### src/rtl/mem_stage_pkg.sv
// Shared definitions for the MEM stage: bus widths, mem_size encodings,
// the decoded EXE->MEM bus layout and the load-extension helpers.
`ifndef MYCPU_TOP_H
`define MYCPU_TOP_H
`define EXE_TO_MEM_BUS_WIDTH   74
`define MEM_TO_WB_BUS_WIDTH    70
`define MEM_TO_ID_BYPASS_WIDTH 39
`define MEM_SIZE_BYTE          2'b00
`define MEM_SIZE_HALF          2'b01
`define MEM_SIZE_WORD          2'b10
`endif

package mem_stage_pkg;

  typedef struct packed {
    logic [31:0] alu_result;
    logic        res_from_mem;
    logic        gr_we;
    logic [4:0]  dest;
    logic [1:0]  mem_size;
    logic        mem_unsigned;
    logic [31:0] exe_pc;
  } exe_bus_t;

  function automatic logic [31:0] ext8(input logic [7:0] b, input logic is_unsigned);
    logic [31:0] r;
    if (is_unsigned) r = {24'd0, b};
    else             r = {{24{b[7]}}, b};
    return r;
  endfunction

  function automatic logic [31:0] ext16(input logic [15:0] h, input logic is_unsigned);
    logic [31:0] r;
    if (is_unsigned) r = {16'd0, h};
    else             r = {{16{h[15]}}, h};
    return r;
  endfunction

endpackage

### src/rtl/mem_stage_load_align.sv
// Load data alignment: picks the addressed byte/half from the SRAM word and
// extends it; misaligned halves/words simply use the low address bits.
module load_align
  import mem_stage_pkg::*;
(
  input  logic [1:0]  addr,
  input  logic [1:0]  size,
  input  logic        is_unsigned,
  input  logic [31:0] rdata,
  output logic [31:0] result
);

  logic [7:0]  byte_s;
  logic [15:0] half_s;

  // Lane selection for byte and half accesses
  always_comb begin
    byte_s = 8'd0;
    case (addr)
      2'b00:   byte_s = rdata[7:0];
      2'b01:   byte_s = rdata[15:8];
      2'b10:   byte_s = rdata[23:16];
      2'b11:   byte_s = rdata[31:24];
      default: byte_s = 8'd0;
    endcase
    if (addr[1]) half_s = rdata[31:16];
    else         half_s = rdata[15:0];
  end

  // Size decode; size 11 behaves as a word load
  always_comb begin
    result = rdata;
    case (size)
      `MEM_SIZE_BYTE: result = ext8(byte_s, is_unsigned);
      `MEM_SIZE_HALF: result = ext16(half_s, is_unsigned);
      default:        result = rdata;
    endcase
  end

endmodule

### src/rtl/mem_stage.sv
// MEM pipeline stage: holds one instruction, waits for load data from the
// data SRAM (buffering it if WB stalls) and forwards the result to WB and ID.
module mem_stage
  import mem_stage_pkg::*;
(
  input  logic                               clk,
  input  logic                               resetn,
  input  logic [`EXE_TO_MEM_BUS_WIDTH-1:0]   exe_to_mem_bus,
  input  logic                               exe_to_mem_valid,
  output logic                               mem_allow_in,
  input  logic                               wb_allow_in,
  output logic                               mem_to_wb_valid,
  output logic [`MEM_TO_WB_BUS_WIDTH-1:0]    mem_to_wb_bus,
  output logic [`MEM_TO_ID_BYPASS_WIDTH-1:0] mem_to_id_bypass_bus,
  input  logic [31:0]                        data_sram_rdata,
  input  logic                               data_sram_data_ok,
  output logic                               mem_valid
);

  localparam logic [1:0] ST_IDLE = 2'd0;
  localparam logic [1:0] ST_WAIT = 2'd1;
  localparam logic [1:0] ST_HOLD = 2'd2;

  exe_bus_t    bus_r;
  logic        mem_valid_r;
  logic [1:0]  state_r;
  logic [1:0]  state_nxt_s;
  logic [31:0] rdata_buf_r;
  logic        ready_go_s;
  logic        allow_in_s;
  logic        accept_load_s;
  logic [31:0] load_data_s;
  logic [31:0] load_result_s;
  logic [31:0] final_result_s;

  // Handshake and result selection
  always_comb begin
    ready_go_s     = !bus_r.res_from_mem
                   || (state_r == ST_WAIT && data_sram_data_ok)
                   || (state_r == ST_HOLD);
    allow_in_s     = !mem_valid_r || (ready_go_s && wb_allow_in);
    accept_load_s  = exe_to_mem_valid && allow_in_s
                   && exe_to_mem_bus[`EXE_TO_MEM_BUS_WIDTH-33];
    if (state_r == ST_HOLD) load_data_s = rdata_buf_r;
    else                    load_data_s = data_sram_rdata;
    if (bus_r.res_from_mem) final_result_s = load_result_s;
    else                    final_result_s = bus_r.alu_result;
  end

  load_align u_load_align (
    .addr        (bus_r.alu_result[1:0]),
    .size        (bus_r.mem_size),
    .is_unsigned (bus_r.mem_unsigned),
    .rdata       (load_data_s),
    .result      (load_result_s)
  );

  // Next state: a departing instruction lets the incoming one pick the state
  always_comb begin
    state_nxt_s = state_r;
    case (state_r)
      ST_IDLE: begin
        if (accept_load_s) state_nxt_s = ST_WAIT;
        else               state_nxt_s = ST_IDLE;
      end
      ST_WAIT: begin
        if (data_sram_data_ok && wb_allow_in) state_nxt_s = accept_load_s ? ST_WAIT : ST_IDLE;
        else if (data_sram_data_ok)           state_nxt_s = ST_HOLD;
        else                                  state_nxt_s = ST_WAIT;
      end
      ST_HOLD: begin
        if (wb_allow_in) state_nxt_s = accept_load_s ? ST_WAIT : ST_IDLE;
        else             state_nxt_s = ST_HOLD;
      end
      default: state_nxt_s = ST_IDLE;
    endcase
  end

  // FSM state and load-data buffer for a WB stall
  always_ff @(posedge clk or negedge resetn) begin
    if (!resetn) begin
      state_r     <= ST_IDLE;
      rdata_buf_r <= 32'd0;
    end else begin
      state_r <= state_nxt_s;
      if (state_r == ST_WAIT && data_sram_data_ok && !wb_allow_in) rdata_buf_r <= data_sram_rdata;
    end
  end

  // Pipeline register and occupancy flag
  always_ff @(posedge clk or negedge resetn) begin
    if (!resetn) begin
      mem_valid_r <= 1'b0;
      bus_r       <= '0;
    end else begin
      if (allow_in_s) mem_valid_r <= exe_to_mem_valid;
      if (allow_in_s && exe_to_mem_valid) bus_r <= exe_bus_t'(exe_to_mem_bus);
    end
  end

  assign mem_valid            = mem_valid_r;
  assign mem_allow_in         = allow_in_s;
  assign mem_to_wb_valid      = mem_valid_r && ready_go_s;
  assign mem_to_wb_bus        = {final_result_s, bus_r.gr_we, bus_r.dest, bus_r.exe_pc};
  assign mem_to_id_bypass_bus = {mem_valid_r && bus_r.res_from_mem && !ready_go_s,
                                 final_result_s, mem_valid_r && bus_r.gr_we, bus_r.dest};

endmodule

### config.mk
export PLATFORM = sky130hd
export DESIGN_NAME = mem_stage
export DESIGN_NICKNAME = d
export VERILOG_FILES = /design/src/rtl/mem_stage_pkg.sv /design/src/rtl/mem_stage_load_align.sv /design/src/rtl/mem_stage.sv
export SDC_FILE = /design/constraint.sdc
export NUM_CORES = 1
export LEC_CHECK = 0
export BUFFER_PORTS_ARGS = -buffer_cell sky130_fd_sc_hd__buf_2
export CAP_MARGIN = 20
export CORE_ASPECT_RATIO = 1.5
export CORE_MARGIN = 5
export CORE_UTILIZATION = 45
export DETAILED_ROUTE_END_ITERATION = 10
export PLACE_DENSITY = 0.77
export SLEW_MARGIN = 20
export SYNTH_ARGS = -nofsm -noshare
export SYNTH_HDL_FRONTEND = slang
export SYNTH_SLANG_ARGS = --single-unit
### constraint.sdc
create_clock -name clk -period 1.87 [get_ports clk]
set_input_delay 0.0935 -clock clk [delete_from_list [all_inputs] [get_ports clk]]
set_output_delay 0.0935 -clock clk [all_outputs]
set_load 0.01 [all_outputs]
==> qor.csv <==
metric,value,unit
tritoncts,built,
rows,51,
finalPower,16.2,mW
place_area,7110,µm²
start_util,46.0,%
antenna_found_initial,1,
cts_buffers,9,
die_area,15800,µm²
drc,0,
required,1.78,ns
hold_violations,0,
place_congestion,0.906,
violations,setup timing,
finish.utilization,72.5,%
power_frac_seq,27.5,%
final_cell_mix,"214 x buf_2, 108 x dfrtp_1, 93 x mux2_4, 86 x dlygate4sd3_1, 50 x buf_4",
ir_drop,0.961,mV
clk_latency,0.35,ns
clock_sinks,109,
vias,5427,
syn_avg_cell_area,11.6,µm²
core_area,13100,µm²
clk_transition_reported_paths,0.07,ns
clockPowerShare,11.4,%
drt_pass1_iterations,5,
post-place-ws,-0.351,ns
io-pin-count,223,
synth_fp_nets,628,
swShare,41.4,%
internal-power,9.53,mW
hold_path.class,in2reg,
timing.final.ws_setup,-0.672,ns
synth_flop_cell,dfrtp_1,
cts_root_buf,clkbuf_16,
grt_remaining_overflow,0,
area_growth,57.6,%
htreeDepth,3,
pwr-share-comb,61.1,%
worst_pin_slew,0.537,ns
layout.nets,937,
critical_path_arrival,2.45,ns
critPathTopFamily,multiplexers,
cp_cell_sequence,nor2b_4 -> mux4_2 -> nor4b_4 -> a211oi_4 -> buf_6 -> buf_12 -> a21oi_2 -> buf_2,
grt_pass1_vias,5731,
synth_edf_count,0,
dieWidth,104,µm
fin_crit_sh,136,%
mostFrequentLayoutCell,buf_2,
worstSetupStartpointType,flip-flop,
setup_viol,174,
powerDensity,1710,nW/µm²
critPathMaxStageDelay,0.55,ns
critical_path_class,reg2out,
stdcell_area,9490,µm²
worst_slew_margin_rel,63.9,%
endpoint_kind,primary output,
viasPerCell,5.48,
path_max_fanout,10,
status,"finished, violations left",
cap_violations,0,
chipHeight,152,µm
syn_area,6020,µm²
dp_hpwl,13100,µm
synth-seq-area-share,45.3,%
cts_buffer_depth,2,
routed_wl,22500,µm
p_leak,4.72,nW
wl_per_cell,22.7,µm
drive_gt1_share,62.6,%
switchingPower,6.72,mW
cp_slowest_cell,mux4_2,
fin_crit,2.54,ns
grtUsageTotal,24.0,%
fmaxAchievable,0.393,GHz
ys_warn_count,0,
crit_buf_inv,3,
final_max_slew_viol_count,0,
netlist_instances,517,
skew,0.00727,ns
ant_nets,0,
async_flop_share,100,%
rsz0062_at_grt,true,
yosys_register_bits,109,
drt_iter0_markers,324,
yosysUniqueCellTypes,42,
grt_first_pass_wirelength,30300,µm
io_buffers,222,
grt_max_degree,41,
-- final cells by class --
cell class / count / area [µm²]
diodes: 1 / 2.50
clock buffers: 10 / 229
clock inverters: 6 / 53.8
fillers: 791 / 3590
inverters: 12 / 45.0
multi-input cells: 295 / 3160
flip-flops and latches: 109 / 2730
well taps: 159 / 199
repair buffers: 399 / 3070
-- layer usage --
metal / GRT usage [%] / part of all wire (%) / up-vias
met5: 0 / 0 / -
met4: 12.2 / 5.5 / 0
met3: 4.79 / 6.3 / 85
met2: 44.4 / 53 / 307
met1: 25.9 / 35 / 2679
li1: - / - / 2356
-- synthesized netlist by cell type, types with 3 or more instances --
cell      count  share of area (%)
a21oi_1      17                1.4
a21oi_2      10                1.5
a32oi_1       6               0.87
buf_2         5               0.42
buf_4        83                 10
buf_6         3               0.56
clkbuf_1      9               0.56
dfrtp_1     109                 45
inv_1        11               0.69
mux2_2      126                 24
mux2i_1       8                1.3
nand2_1      41                2.6
nand2b_1      9               0.93
nor2_1       26                1.6
o211ai_1      6               0.75
o21ai_0       8               0.66
o22ai_1       7               0.73
-- path summary, 6_finish.rpt --
path	from	to	slack (ns)	cells past startpoint
worst max-delay path	state_r[0]$_DFF_PN0_	mem_to_wb_bus[66]	-0.67	8
worst min-delay path	data_sram_rdata[1]	rdata_buf_r[1]$_DFFE_PN0P_	0.009	2
worst max register to register	state_r[1]$_DFF_PN0_	mem_to_wb_bus[15]$_DFFE_PN0N_	-0.47	12
worst min register to register	mem_to_wb_bus[13]$_DFFE_PN0N_	mem_to_wb_bus[13]$_DFFE_PN0N_	0.51	1
max in group asynchronous	resetn	rdata_buf_r[11]$_DFFE_PN0P_	0.98	3
min in group asynchronous	resetn	rdata_buf_r[16]$_DFFE_PN0P_	0.23	2
-- flip-flops by register name, indices dropped and copies added, names as in the netlist --
name,count
bus_r,36
mem_to_id_bypass_bus,5
mem_to_wb_bus,33
mem_valid,1
rdata_buf_r,32
state_r,2
-- metrics by stage --
stage                     instances  TNS (ns)  hold WS, ns
after global routing            991    -82.68      0.00101
after detailed placement        844    -25.83       0.0609
after global placement          844    -18.36       0.0518
after CTS                       972    -62.83     0.000381
final                           991    -72.76      0.00855
after floorplan                 517     -4.45       -0.202
-- what timing repair did --
item	CTS	global route
hold buffers	86	0
setup buffers	20	28
setup endpoints to repair	138	174
hold endpoints to repair	112	0
pin swaps	14	17
gates cloned	8	1
resized for setup	48	152
-- power by group through the flow --
stage | Clock, mW | Sequential (mW) | Combinational (mW)
CTS | 1.88 | 4.28 | 8.42
finish | 1.85 | 4.46 | 9.93
global route | 1.99 | 4.60 | 10.4
detailed placement | 0 | 4.31 | 7.40
global placement | 0 | 4.21 | 7.24
floorplan | 0 | 4.06 | 5.84
-- logic make-up after synthesis --
| family | count (synthesis) | synth area share, % |
|---|---|---|
| buffers and inverters | 113 | 12.8 |
| AND/OR/NAND/NOR | 88 | 6.81 |
| multiplexers | 137 | 25.9 |
| AO/OA/AOI/OAI | 70 | 9.25 |
| flip-flops | 109 | 45.3 |
Note: power is estimated with default switching activity, not from simulation.
